## src/rtl/nes_pkg.sv

```systemverilog
// Shared NES definitions used by the sprite DMA controller.
//   dma_state_t      : sprite DMA sequencer states
//   ADDR_OAMDMA      : CPU write address that starts a sprite DMA
//   ADDR_OAMDATA     : PPU OAMDATA register, target of every DMA write
//   XFER_LEN_DEFAULT : bytes per sprite DMA (one full OAM)
package nes_pkg;

  typedef enum logic [2:0] {
    IDLE,
    HALT,
    ALIGN,
    READ,
    WRITE
  } dma_state_t;

  localparam logic [15:0] ADDR_OAMDMA      = 16'h4014;
  localparam logic [15:0] ADDR_OAMDATA     = 16'h2004;
  localparam int unsigned XFER_LEN_DEFAULT = 256;

endpackage

```

## src/rtl/oam_dma_ctrl.sv

```systemverilog
// Sprite (OAM) DMA controller. A CPU write to DMA_REG_ADDR halts the CPU,
// then XFER_LEN bytes are copied from CPU page {data,8'h00} to OAM_DATA_ADDR
// as alternating read/write bus cycles. One clk is one CPU bus cycle.
//   clk        : CPU clock
//   n_reset    : asynchronous active-low reset
//   cpu_addr   : CPU address (meaningful while dma_active=0)
//   cpu_rw     : CPU read/write, 1=read
//   cpu_wdata  : CPU write data (source page on trigger)
//   bus_rdata  : data bus value during DMA read cycles
//   cpu_halt   : stalls the CPU
//   dma_active : DMA owns the bus; top muxes dma_* onto it
//   dma_addr   : DMA bus address
//   dma_rw     : DMA read/write, 1=read
//   dma_wdata  : DMA write data
//   busy       : transfer in progress
module oam_dma_ctrl
  import nes_pkg::*;
#(
  parameter logic [15:0] DMA_REG_ADDR  = ADDR_OAMDMA,
  parameter logic [15:0] OAM_DATA_ADDR = ADDR_OAMDATA,
  parameter int unsigned XFER_LEN      = XFER_LEN_DEFAULT
) (
  input  logic        clk,
  input  logic        n_reset,
  input  logic [15:0] cpu_addr,
  input  logic        cpu_rw,
  input  logic [7:0]  cpu_wdata,
  input  logic [7:0]  bus_rdata,
  output logic        cpu_halt,
  output logic        dma_active,
  output logic [15:0] dma_addr,
  output logic        dma_rw,
  output logic [7:0]  dma_wdata,
  output logic        busy
);

  localparam logic [7:0] IDX_LAST = 8'(XFER_LEN - 1);

  dma_state_t state;
  logic       parity;
  logic [7:0] page;
  logic [7:0] idx;
  logic [7:0] buffer;

  always_ff @(posedge clk or negedge n_reset) begin
    if (!n_reset) begin
      state  <= IDLE;
      parity <= 1'b0;
      page   <= '0;
      idx    <= '0;
      buffer <= '0;
    end else begin
      // Free-running get/put phase; never held by the DMA.
      parity <= ~parity;
      case (state)
        IDLE: begin
          if (!cpu_rw && (cpu_addr == DMA_REG_ADDR)) begin
            page  <= cpu_wdata;
            idx   <= '0;
            state <= HALT;
          end
        end
        // An odd halt cycle needs one dummy read to realign onto a get cycle.
        HALT:  state <= parity ? ALIGN : READ;
        ALIGN: state <= READ;
        READ: begin
          buffer <= bus_rdata;
          state  <= WRITE;
        end
        WRITE: begin
          if (idx == IDX_LAST) begin
            idx   <= '0;
            state <= IDLE;
          end else begin
            idx   <= idx + 8'd1;
            state <= READ;
          end
        end
        default: state <= IDLE;
      endcase
    end
  end

  always_comb begin
    dma_active = 1'b0;
    dma_addr   = '0;
    dma_rw     = 1'b1;
    dma_wdata  = '0;
    case (state)
      ALIGN, READ: begin
        dma_active = 1'b1;
        dma_addr   = {page, idx};
      end
      WRITE: begin
        dma_active = 1'b1;
        dma_rw     = 1'b0;
        dma_addr   = OAM_DATA_ADDR;
        dma_wdata  = buffer;
      end
      default: ;
    endcase
  end

  assign cpu_halt = (state != IDLE);
  assign busy     = (state != IDLE);

endmodule

```

## config.mk

```make
export PLATFORM = sky130hd
export DESIGN_NAME = oam_dma_ctrl
export DESIGN_NICKNAME = d
export VERILOG_FILES = /design/src/rtl/nes_pkg.sv /design/src/rtl/oam_dma_ctrl.sv
export SDC_FILE = /design/constraint.sdc
export NUM_CORES = 1
export LEC_CHECK = 0
export ABC_AREA = 1
export CAP_MARGIN = 20
export CORE_ASPECT_RATIO = 0.9
export CORE_MARGIN = 8
export CORE_UTILIZATION = 43
export CTS_CLUSTER_DIAMETER = 200
export DETAILED_ROUTE_END_ITERATION = 8
export HOLD_SLACK_MARGIN = 0.03
export PLACE_DENSITY_LB_ADDON = 0.1
export SYNTH_ARGS = -nofsm -noshare
export SYNTH_HDL_FRONTEND = slang
export SYNTH_SLANG_ARGS = --single-unit
export TNS_END_PERCENT = 5
```

## constraint.sdc

```tcl
create_clock -name clk -period 1.8 [get_ports clk]
set_input_delay 0.54 -clock clk [delete_from_list [all_inputs] [get_ports clk]]
set_output_delay 0.54 -clock clk [all_outputs]
set_load 0.03 [all_outputs]
```

==> results of run 1 <==
-- where the power goes --
part           total, W  switching [W]  internal (W)
combinational   0.00132       0.000767      0.000558
clock          0.000389       0.000193      0.000196
sequential     0.000864      0.0000841      0.000780
total           0.00258        0.00104       0.00153
-- Yosys cell counts, types with 2 or more instances --
cell type / instances / area [um2]
nand2_1: 58 / 218
dfrtp_1: 28 / 701
inv_1: 27 / 101
nor2_1: 26 / 97.6
nand3_1: 13 / 65.1
nor2_2: 10 / 62.6
o21ai_1: 9 / 45.0
inv_2: 5 / 18.8
buf_6: 3 / 33.8
o21ai_0: 3 / 15.0
a21oi_1: 2 / 10.0
nand4_1: 2 / 12.5
nor3_4: 2 / 32.5
-- timing repair --
item,in CTS,in global routing
pin swaps,1,1
gates resized for setup,19,12
hold buffers,0,0
setup endpoints to repair,28,28
cloned,0,1
buffers inserted,2,2
-- cell families (layout without fill, tap and decap cells) --
group | count (synthesis) | after routing
AO/OA/AOI/OAI | 18 | 18
XOR/XNOR | 1 | 1
adder cells (fa/ha/maj) | 1 | 1
buffers and inverters | 38 | 116
AND/OR/NAND/NOR | 118 | 118
flip-flops | 28 | 28
-- path summary, 6_finish.rpt --
path	to	slack, ns	cells after the start
min	parity	0.43	1
max reg2reg	page[5]	0.35	8
max in group asynchronous	state[2]	0.90	2
min in group asynchronous	idx[3]	0.63	2
min reg2reg	parity	0.43	1
max	dma_addr[13]	-0.20	6
-- placed cells by master (no fill, tap or decap), types with 2 or more instances in the layout --
cell and n:
nand2_1 56, clkdlybuf4s50_1 34, buf_4 29, dfrtp_1 28, inv_1 26, nor2_1 26
buf_6 14, nand3_1 13, o21ai_1 9, nor2_2 6, inv_2 5, nor2_4 4
clkbuf_8 4, o21ai_0 3, nor3_4 2, nand2_4 2, nand4_1 2, a21oi_1 2
-- layer usage --
| metal | GRT usage (%) | up-vias | wire [um] |
|---|---|---|---|
| met4 | 2.87 | 0 | 19 |
| li1 | - | 786 | - |
| met5 | 0 | - | 0 |
| met1 | 18.4 | 675 | 1810 |
| met2 | 22.8 | 45 | 1850 |
| met3 | 4.31 | 4 | 301 |
-- registers in the layout, indices dropped and copies added, names as in the netlist --
signal / count
idx: 8
state: 3
buffer: 8
page: 8
parity: 1
-- area by class of cell --
class | instances | share of cell area (%)
flip-flops and latches | 28 | 29.0
multi-input cells | 138 | 29.8
well taps | 44 | 2.28
clock buffers | 4 | 2.28
inverters | 33 | 5.22
repair buffers | 79 | 31.4
-- worst max-delay path, stage by stage (launching register included) --
cell     delay [ns]
dfrtp_1        0.42
nor3_4         0.21
inv_2          0.09
buf_12         0.15
nand2_4        0.06
o21a_4         0.12
buf_6          0.13
-- stage by stage --
step	power, W	area [um2]	util (%)	hold WS [ns]	cells
floorplan	0.00161	1550	-	0.244	204
global placement	0.00199	2210	64.8	0.414	317
detailed placement	0.00201	2210	64.8	0.414	317
CTS	0.00248	2340	68.8	0.428	323
global route	0.00276	2420	71.1	0.451	326
finish	0.00258	2420	71.1	0.427	326
==> out/results.tsv, run 1 <==
metric	value	unit
Synth Area in Compound Gates	6.62	%
failing checks	negative setup slack	
final net count	319	
hold violation count in the final report	0	
flops & latches, synth	28	
Syn. warnings	0	
CTS tree	yes	
CTS H-Tree Depth	1	
kind of critical path	reg -> out	
routability-driven placement congestion ratio	0.828	
mux contribution to synthesized area	0	%
I/O pin total	63	
CP Max Fanout	6	
Post-DRT Antenna Nets	0	
setup TNS	-2.90	ns
Req. time, crit path	1.26	ns
Pre-antenna DRT Iters	4	
worst skew pair latency	0.27	ns
Worst EP arrival	1.46	ns
Synth Net Count	240	
IR Drop Worst-Case VDD	0.787	mV
Die W	79.3	um
Cells after Synth	204	
vias per cell	4.63	
clock period minus worst slack	2.00	ns
Post-Place Worst Slack	-0.155	ns
1st-iter DRT viols	100	
Core ar.	3400	um2
critical path startpoint	state[0]	
n_diodes	0	
clk_skew	0.00106	ns
Post-synth ARST share	100	%
xor-xnor portion of the synthesized cell area	0.565	%
hold crit path type	reg -> reg	
hpwl dp	3010	um
Slew @ Worst Pin	0.361	ns
drt wl/cell	12.2	um
Post-synth top flop	dfrtp_1	
maximum number of pins on one net before global-route repair	29	
port bufs	62	
RSZ-0062 raised after global routing	true	
static leakage	1.18	nW
P&R area growth vs syn	56.1	%
Clock Tree Buf Depth	2	
R2R Path Start	state[0]	
multi-input logic area	722	um2
gr ovfl total	0	
max cap viols	0	
Die Y	73.0	um
largest family of logic cells by synthesized area	simple AND/OR/NAND/NOR gates	
crit share post-route	111	%
Register Area	701	um2
status	finished with violations	
Post-Synth Adder-Cell Area	0.807	%
Clock Sinks	28	
row cnt	20	
CP Launch Type	register	
layout cells sized above 1	26.2	%
Total Routed Length	3980	um
EDFF count, synth	0	
Worst-path clk slew	0.09	ns
Post-Syn Area per Cell	7.60	um2
sequential area share after synthesis	45.2	%
vias in the first global route	1510	
Pwr per Cell Area	1070	nW/um2
FMAX	501	MHz
Critical Path End Type	output pin	
initial core utilization	45.6	%
Simple-Gate Fraction of Synth Area	35.8	%
Slew Limit Fails	0	
Die ar.	5790	um2
initial antenna violation count	0	
Yosys cell types	29	
fill count	285	
CTS root buffer	clkbuf_8	
DRC Markers	0	
total track usage	14.2	%
setup violators final	25	
hold wc startpoint	parity	
Inserted Clock Buffers	3	
mapped cell area	1550	um2
first-pass GRT wire length	6840	um
via count	1510	
Slew HR	75.9	%
final worst-path setup slack	-0.198	ns
Power figures use the tool's default switching activity.
==> run 2, diff against run 1 <==
--- a/config.mk
+++ b/config.mk
@@ -5,14 +5,14 @@
 export SDC_FILE = /design/constraint.sdc
 export NUM_CORES = 1
 export LEC_CHECK = 0
-export ABC_AREA = 1
 export CAP_MARGIN = 20
 export CORE_ASPECT_RATIO = 0.9
 export CORE_MARGIN = 8
-export CORE_UTILIZATION = 43
+export CORE_UTILIZATION = 37
 export CTS_CLUSTER_DIAMETER = 200
 export DETAILED_ROUTE_END_ITERATION = 8
 export HOLD_SLACK_MARGIN = 0.03
+export MAX_ROUTING_LAYER = met4
 export PLACE_DENSITY_LB_ADDON = 0.1
 export SYNTH_ARGS = -nofsm -noshare
 export SYNTH_HDL_FRONTEND = slang
==> constraint.sdc (replaced) <==
create_clock -name clk -period 1.7 [get_ports clk]
set_input_delay 0.51 -clock clk [delete_from_list [all_inputs] [get_ports clk]]
set_output_delay 0.51 -clock clk [all_outputs]
set_load 0.03 [all_outputs]
==> run 2 against run 1 <==
Largest power group unchanged. The run still ends with negative setup slack left. Critical path type unchanged. Sequential share of layout area decreased by 0.10 points. Cell count is 19% lower. Wire length is 1.5% higher. Critical endpoint is now dma_active. Die area grew 5.9%. Register-to-register slack lost 0.50 ns. Power grew 32%. Largest cell class unchanged. Clock-buffer cell count fell by 1. Setup slack got worse by 0.067 ns.
==> out/results.tsv, run 2 <==
metric	value	unit	change
status	finished with violations		
failing checks	negative setup slack		
layout cells sized above 1	45.6	%	+19 points
Clk pwr share	10.5	%	-4.6 points
most common cell in the netlist	dfrtp_1		
Req. time, crit path	1.19	ns	-0.07 ns
IR Drop Worst-Case VDD	0.710	mV	-9.8%
clk_skew	0.00186	ns	+0.000794 ns
Net Sw Frac	39.8	%	-0.74 points
vias in the first global route	1388		-8.1%
n_diodes	0		unchanged
vias per cell	4.89		+5.5%
CTS H-Tree Depth	1		unchanged
Clock Sinks	28		unchanged
hold violation count in the final report	0		unchanged
DRC Markers	0		unchanged
Die ar.	6130	um2	+5.9%
1st-iter DRT viols	92		-8.0%
Slew @ Worst Pin	0.359	ns	-0.00262 ns
Buf/Inv on CP	2		-1
via count	1285		-15%
max cap viols	0		unchanged
Final Cell Area	2430	um2	+0.36%
Post-DRT Antenna Nets	0		unchanged
crit share post-route	116	%	
Synth top cells by count	dfrtp_1, and2_1, mux2_2		
Pint	0.00204	W	+33%
Finished Core Util	65.1	%	-6.0 points
final worst-path setup slack	-0.265	ns	-0.0672 ns
Slew HR	76.0	%	+0.12 points
Top Registers	buffer (8), idx (8), page (8)		
Critical Path End Type	output pin		
Slew Limit Fails	0		unchanged
mapped cell area	1430	um2	-7.5%
drt wl/cell	15.4	um	+26%
Syn. warnings	0		unchanged
critical path's slowest cell	dfrtp_1		
hold crit path type	reg -> reg		
first-pass GRT wire length	6510	um	-4.8%
Max stage delay on crit path	0.42	ns	about the same
most frequent cells in the layout	buf_6, dfrtp_1, clkdlybuf4s50_1, mux2_2		
static leakage	1.13	nW	-4.4%
flops & latches, synth	28		unchanged
Synth area leader	dfrtp_1		
cells along the critical path	nor3b_4 -> buf_6 -> or2_2 -> buf_6		
Cells after Synth	138		-32%
Synth Net Count	174		-28%
Clock Tree Buf Depth	2		unchanged
Core ar.	3730	um2	+9.6%
worst skew pair latency	0.27	ns	about the same
Pwr per Cell Area	1400	nW/um2	+31%
Post-synth top flop	dfrtp_1		
Worst path top cell family by delay	simple AND/OR/NAND/NOR gates		
Synth area leaders	dfrtp_1, mux2_2, and2_1, nand2_1, nand3_1		
Die Y	75.1	um	+2.9%
hpwl dp	3020	um	+0.50%
Yosys cell types	32		+10%
EDFF count, synth	0		unchanged
routability-driven placement congestion ratio	0.840		+1.5%
CP dominant cell by count	buf_6		
Worst-path clk slew	0.09	ns	about the same
P&R area growth vs syn	69.4	%	
sequential area share after synthesis	48.9	%	+3.7 points
Post-Syn Area per Cell	10.4	um2	+37%
Net Switching	0.00135	W	+29%
Pre-antenna DRT Iters	4		unchanged
row cnt	21		+5.0%
CP Launch Type	register		
port bufs	62		unchanged
RSZ-0062 raised after global routing	true		
clock period minus worst slack	1.96	ns	
commonest non-fill, non-tap cell in the layout	buf_6		
Seq pwr share	32.4	%	-1.1 points
CTS root buffer	clkbuf_8		
total track usage	13.9	%	-0.31 points
top-area cell type share of the netlist area	48.9	%	+3.7 points
maximum number of pins on one net before global-route repair	29		unchanged
kind of critical path	reg -> out		
Combinational Power Share	57.1	%	+5.7 points
Die W	81.6	um	+2.9%
post-cts hold buffer count	0		unchanged
FMAX	509	MHz	
final net count	255		-20%
CP Max Fanout	10		+4
Total Routed Length	4040	um	+1.5%
initial core utilization	38.4	%	-7.1 points
Worst EP arrival	1.45	ns	about the same
setup violators final	43		+72%
gr ovfl total	0		unchanged
CTS tree	yes		
Post-DP Area	2190	um2	-0.74%
I/O pin total	63		unchanged
initial antenna violation count	0		unchanged
Post-synth ARST share	100	%	unchanged
Inserted Clock Buffers	3		unchanged
[run 2: cell count changes after synthesis, sizes merged, moves of 6 or more]
cell,before,now
and2,0,22
nand2,59,15
nor2,36,4
inv,32,4
nand3,13,7
o21ai,13,6
mux2,0,16
[run 2: routing by layer]
| layer | up-vias | GRT usage, % | routed length (um) |
|---|---|---|---|
| met5 | - | - | 0 |
| met4 | 0 | 1.75 | 19 |
| met3 | 2 | 3.82 | 270 |
| met2 | 42 | 24.0 | 2060 |
| met1 | 604 | 16.3 | 1690 |
| li1 | 637 | - | - |
[run 2: final timing paths]
path / slack [ns] / start / cells past startpoint / end
max: -0.26 / state[2] / 4 / dma_active
min: 0.42 / parity / 1 / parity
max reg2reg: -0.15 / state[1] / 6 / page[5]
min reg2reg: 0.42 / parity / 1 / parity
max in group asynchronous: 0.83 / n_reset / 2 / state[0]
min in group asynchronous: 0.61 / n_reset / 2 / idx[6]
[run 2: area by class of cell]
cell class              count  area (um2)
fillers                   305        1300
repair buffers             81         820
multi-input cells         101         795
flip-flops and latches     28         701
well taps                  46        57.6
clock buffers               3        41.3
inverters                   4        15.0
[run 2: kinds of logic after synthesis]
logic type | count (synthesis) | synth area share (%)
simple gates | 66 | 26.7
xor+xnor | 2 | 1.22
mux | 16 | 12.6
flops | 28 | 48.9
fa+ha+maj | 1 | 0.872
buf+inv | 9 | 2.70
compound gates | 16 | 7.07
[run 2: timing repair]
| action | in CTS | in global routing |
|---|---|---|
| cloned | 1 | 0 |
| pin swaps | 8 | 4 |
| setup endpoints to repair | 43 | 43 |
| gates resized for setup | 65 | 7 |
| buffers inserted | 2 | 0 |
| hold endpoints to repair | 0 | 0 |
[run 2: power groups by stage]
stage                     Sequential, W  Clock [W]  Combinational (W)
after floorplan                 0.00108          0            0.00103
after global placement          0.00110          0            0.00163
after detailed placement        0.00111          0            0.00167
after CTS                       0.00109   0.000364            0.00193
after global routing            0.00113   0.000391            0.00209
final                           0.00110   0.000357            0.00194
[run 2: metrics by stage]
step	setup WS [ns]	hold WS, ns	total power (W)	cells	setup TNS (ns)
CTS	-0.274	0.428	0.00339	263	-8.41
global route	-0.330	0.470	0.00361	263	-10.71
floorplan	-0.0634	0.214	0.00211	138	-0.941
global placement	-0.494	0.411	0.00273	257	-9.01
finish	-0.265	0.421	0.00339	263	-8.05
detailed placement	-0.581	0.414	0.00278	257	-10.09
